$ cat src/rtl/fifo_ptr_ctrl.sv
// Pointer/occupancy controller for a single-clock FIFO of arbitrary depth.
// Gates requests against full/empty, wraps RAM addresses, tracks flags, errors and peak.
module fifo_ptr_ctrl #(
  parameter int unsigned DEPTH     = 8,
  parameter int unsigned AF_THRESH = 6,
  parameter int unsigned AE_THRESH = 2,
  localparam int unsigned AW = $clog2(DEPTH),
  localparam int unsigned CW = $clog2(DEPTH + 1)
) (
  input  logic          clk,
  input  logic          reset,
  input  logic          wr_req,
  input  logic          rd_req,
  input  logic          clr_err,
  input  logic          clr_peak,
  output logic          wr_en,
  output logic          rd_en,
  output logic [AW-1:0] wr_ptr,
  output logic [AW-1:0] rd_ptr,
  output logic [CW-1:0] count,
  output logic          full,
  output logic          empty,
  output logic          almost_full,
  output logic          almost_empty,
  output logic          overflow,
  output logic          underflow,
  output logic [CW-1:0] peak
);

  localparam logic [AW-1:0] PTR_LAST = AW'(DEPTH - 1);
  localparam logic [CW-1:0] CNT_FULL = CW'(DEPTH);
  localparam logic [CW-1:0] AF_LVL   = CW'(AF_THRESH);
  localparam logic [CW-1:0] AE_LVL   = CW'(AE_THRESH);

  logic [AW-1:0] wr_ptr_q, wr_ptr_d;
  logic [AW-1:0] rd_ptr_q, rd_ptr_d;
  logic [CW-1:0] count_q,  count_d;
  logic [CW-1:0] peak_q,   peak_d;
  logic          full_q,   full_d;
  logic          empty_q,  empty_d;
  logic          af_q,     af_d;
  logic          ae_q,     ae_d;
  logic          ovf_q,    ovf_d;
  logic          udf_q,    udf_d;
  logic          wr_acc,   rd_acc;

  // Acceptance: a write into a full FIFO is allowed only alongside a read.
  always_comb begin
    rd_acc = rd_req & ~empty_q & ~reset;
    wr_acc = wr_req & (~full_q | rd_req) & ~reset;
  end

  always_comb begin
    wr_ptr_d = wr_ptr_q;
    rd_ptr_d = rd_ptr_q;
    count_d  = count_q;

    if (wr_acc) wr_ptr_d = (wr_ptr_q == PTR_LAST) ? '0 : wr_ptr_q + AW'(1);
    if (rd_acc) rd_ptr_d = (rd_ptr_q == PTR_LAST) ? '0 : rd_ptr_q + AW'(1);

    if (wr_acc && !rd_acc)      count_d = count_q + CW'(1);
    else if (rd_acc && !wr_acc) count_d = count_q - CW'(1);

    // A refusal in the same cycle as clr_err keeps the error set.
    ovf_d = (ovf_q & ~clr_err) | (wr_req & ~wr_acc);
    udf_d = (udf_q & ~clr_err) | (rd_req & ~rd_acc);

    peak_d = (clr_peak || (count_d > peak_q)) ? count_d : peak_q;

    // Flags are registered from count_d so they line up with count.
    full_d  = (count_d == CNT_FULL);
    empty_d = (count_d == '0);
    af_d    = (count_d >= AF_LVL);
    ae_d    = (count_d <= AE_LVL);
  end

  always_ff @(posedge clk) begin
    if (reset) begin
      wr_ptr_q <= '0;
      rd_ptr_q <= '0;
      count_q  <= '0;
      peak_q   <= '0;
      ovf_q    <= 1'b0;
      udf_q    <= 1'b0;
      full_q   <= 1'b0;
      empty_q  <= 1'b1;
      af_q     <= 1'b0;
      ae_q     <= 1'b1;
    end else begin
      wr_ptr_q <= wr_ptr_d;
      rd_ptr_q <= rd_ptr_d;
      count_q  <= count_d;
      peak_q   <= peak_d;
      ovf_q    <= ovf_d;
      udf_q    <= udf_d;
      full_q   <= full_d;
      empty_q  <= empty_d;
      af_q     <= af_d;
      ae_q     <= ae_d;
    end
  end

  assign wr_en        = wr_acc;
  assign rd_en        = rd_acc;
  assign wr_ptr       = wr_ptr_q;
  assign rd_ptr       = rd_ptr_q;
  assign count        = count_q;
  assign peak         = peak_q;
  assign full         = full_q;
  assign empty        = empty_q;
  assign almost_full  = af_q;
  assign almost_empty = ae_q;
  assign overflow     = ovf_q;
  assign underflow    = udf_q;

endmodule
$ cat config.mk
export PLATFORM = sky130hd
export DESIGN_NAME = fifo_ptr_ctrl
export DESIGN_NICKNAME = d
export VERILOG_FILES = /design/src/rtl/fifo_ptr_ctrl.sv
export SDC_FILE = /design/constraint.sdc
export NUM_CORES = 1
export LEC_CHECK = 0
export ABC_AREA = 1
export BUFFER_PORTS_ARGS = -buffer_cell sky130_fd_sc_hd__buf_2
export CORE_MARGIN = 5
export CORE_UTILIZATION = 51
export DETAILED_ROUTE_END_ITERATION = 16
export GPL_TIMING_DRIVEN = 0
export PLACE_DENSITY_LB_ADDON = 0.25
export SYNTH_ARGS = -nofsm -noshare
export SYNTH_HDL_FRONTEND = slang
export SYNTH_SLANG_ARGS = --single-unit
export TNS_END_PERCENT = 1
$ cat constraint.sdc
create_clock -name clk -period 2.5 [get_ports clk]
set_input_delay 0.25 -clock clk [delete_from_list [all_inputs] [get_ports clk]]
set_output_delay 0.25 -clock clk [all_outputs]
set_load 0.01 [all_outputs]
==> metrics.md <==
| Metric | Value |
|---|---|
| Sink Count | 20 |
| Routed WL | 2.31 mm |
| Area occupied by multi-input gates | 599 µm² |
| Most frequent cells in the layout | nand2_1, buf_2, inv_1 |
| Layout fillers | 194 |
| Post-route ant nets | 0 |
| Crit path launch | empty |
| Max Fclk | between 0.4 and 0.5 GHz |
| IO Port Bufs | 27 |
| Most common cell after layout, fill and taps aside | nand2_1 |
| Layout cells sized above 1 | 25.5% |
| Wire per inst | 11.0 µm |
| Final worst-path cycle share | 89.9% |
| GPL Wtd Cong | 0.832 |
| Max VDD drop | 0.564 mV |
| Sw frac | 41.3% |
| 1st-iter DRT viols | 31 |
| Seq/Total Area, Yosys | between 30% and 40% |
| RR Startpoint | empty |
| Synthesis-to-finish area growth | 19.2% |
| Synth unique cells | 25 |
| Drt drc | 0 |
| Final hold viol count | 0 |
| Pre-CTS setup slack | 176 ps |
| Power, Total | 1.16 mW |
| CTS clock-pin slew for the worst setup and hold paths | 120 ps |
| P_sw | 481 µW |
| First-pass DRT Iterations | 4 |
| Hold wc startpoint | clr_err |
| Comb pwr share | 46.3% |
| Seq pwr share | ~37% |
| Die area | 3200 µm² |
| Antenna violations before repair | 0 |
| Die W | 56.6 µm |
| Avg Synthesized Cell Area | 7.28 µm² |
| Syn nets | 166 |
| Final Net Count | 199 |
| Total I/O pin count | 28 |
| Cts hold-fix bufs | 0 |
| Post-CTS Resized | 0 |
| Crit path kind | reg -> reg |
| Worst Path Max Fanout | 8 |
| Worst-Margin Slew | 326 ps |
| MaxCap Viol Count | 0 |
| Num CTS Buffers | 3 |
| Yosys reg bits | 20 |
| Crit path required time | 2720 ps |
| CTS tree | done |
| First-pass GRT wire length | 3.91 mm |
| Clock share of power | 16.6% |
| Core ar. | 2020 µm² |
| Yosys warns | 0 |
| Hold Crit Class | in -> reg |
| Cell Area, Synth | 1110 µm² |
| H-tree depth | 1 |
| Largest net degree at the start of global routing | 12 |
| Initial core utilization | a little over half |
| CTS max path bufs | 2 |
| PD cells | 881 nW/µm² |
| GR Overflow Total | 0 |
| Worst Slack Setup Final | 252 ps |
| Reg area | between 400 and 500 µm² |
| Hpwl dp | 1.82 mm |
| Setup crit end kind | register |
| Via total after detailed routing | 1040 |
| Vias in the first global route | 974 |
| Sum Neg Setup Slack | 0 ps |
| Antenna cell count | 0 |
| Max-slew headroom | 78.2% |
| Internal | slightly below 700 µW |
| Tmin final | about 2200 ps |
| Leak pwr | 0.760 nW |
| Vias per cell | around 4.9 |
| Die height | 56.6 µm |
| Slew Viols, Final | 0 |
| Root buffer cell | clkbuf_4 |
| Status | complete, no violations |
| Gr usage total | 14.9% |
| Post-Synthesis Cells | 152 |
| Setup bufs post-CTS | 0 |
| Hold slack | 199 ps |
| Worst skew pair latency | 310 ps |
| Row count | 16 |
| Worst EP arrival | between 2000 and 2500 ps |
| Final setup fails | 0 |
| Startpoint Class | register |
| Final Skew | 8.82 ps |
kinds of logic (layout without fill, tap and decap cells):
kind of cell | count (synthesis) | in the layout | synth area share, %
AO/OA/AOI/OAI | 16 | 16 | 8.36
XOR/XNOR | 4 | 4 | 3.16
adder cells (fa/ha/maj) | 8 | 8 | 9.04
buffers and inverters | 27 | 59 | 9.72
flip-flops | 20 | 20 | 36.2
AND/OR/NAND/NOR | 77 | 77 | 33.6
cell usage after synthesis:
library cell | count | area (µm²)
nor2_4 | 2 | 22.5
xnor2_1 | 1 | 8.76
clkinv_1 | 1 | 3.75
nor3_1 | 2 | 10.0
nand2_2 | 3 | 18.8
o21a_1 | 1 | 7.51
dfxtp_1 | 20 | 400
and3_1 | 1 | 6.26
ha_1 | 8 | 100
o21ai_0 | 2 | 10.0
nand2_4 | 4 | 45.0
inv_2 | 2 | 7.51
nor2_1 | 14 | 52.6
o211a_1 | 1 | 10.0
inv_1 | 22 | 82.6
buf_4 | 1 | 7.51
inv_4 | 1 | 6.26
a21oi_1 | 10 | 50.1
nand2_1 | 35 | 131
o21bai_1 | 1 | 7.51
nand3_1 | 14 | 70.1
or2_4 | 1 | 8.76
nor2_2 | 1 | 6.26
o31ai_1 | 1 | 7.51
xor2_1 | 3 | 26.3
final timing paths:
check | to | slack, ps | cells past startpoint
setup / recovery | peak[1] | 250 | 17
hold / removal | overflow | 200 | 4
setup reg to reg | peak[1] | 250 | 17
hold reg to reg | overflow | 470 | 2
sequential cells by signal, indices dropped and copies added, names as in the netlist:
| name | count |
|---|---|
| almost_empty | 1 |
| count | 4 |
| overflow | 1 |
| full | 1 |
| peak | 4 |
| wr_ptr | 3 |
| almost_full | 1 |
| rd_ptr | 3 |
| empty | 1 |
| underflow | 1 |
stage by stage:
| step | cells | instance area (µm²) | util, % |
|---|---|---|---|
| floorplan | 152 | 1110 | - |
| global placement | 206 | 1280 | 63.1 |
| finish | 211 | 1320 | 65.3 |
| CTS | 210 | 1310 | 64.9 |
| global route | 211 | 1320 | 65.3 |
| detailed placement | 206 | 1280 | 63.1 |
area by class of cell:
class | count | share of cell area (%)
sequential | 20 | 30.3
inverter | 26 | 7.58
clock buffer | 4 | 2.75
timing repair buffer | 28 | 10.8
multi-input combinational | 105 | 45.4
buffer | 1 | 0.569
tap | 27 | 2.56
power by group through the flow:
stage	combinational [mW]	clock (mW)	sequential (mW)
global route	0.615	0.207	0.441
detailed placement	0.540	0	0.439
floorplan	0.362	0	0.468
finish	0.538	0.193	0.432
global placement	0.518	0	0.435
CTS	0.541	0.194	0.431
critical path, stage by stage, from the launching register on:
cell and delay [ps]:
dfxtp_1 330, inv_1 60, nand2_2 120, nor2_4 160
nand2_1 110, inv_1 70, nand2_1 50, xor2_1 130
nand2_1 70, o21a_1 160, ha_1 310, inv_1 40
o21bai_1 130, inv_1 60, nand2_2 80, nand2_4 70
a21oi_1 140, nor2_1 60
per-layer routing:
layer	GRT usage, %	share of wire [%]	vias up
li1	-	-	540
met1	17.7	43	463
met4	5.08	1.0	0
met3	2.52	7.1	4
met2	26.7	48	33
met5	0	0	-
(Power assumes the default switching activity.)
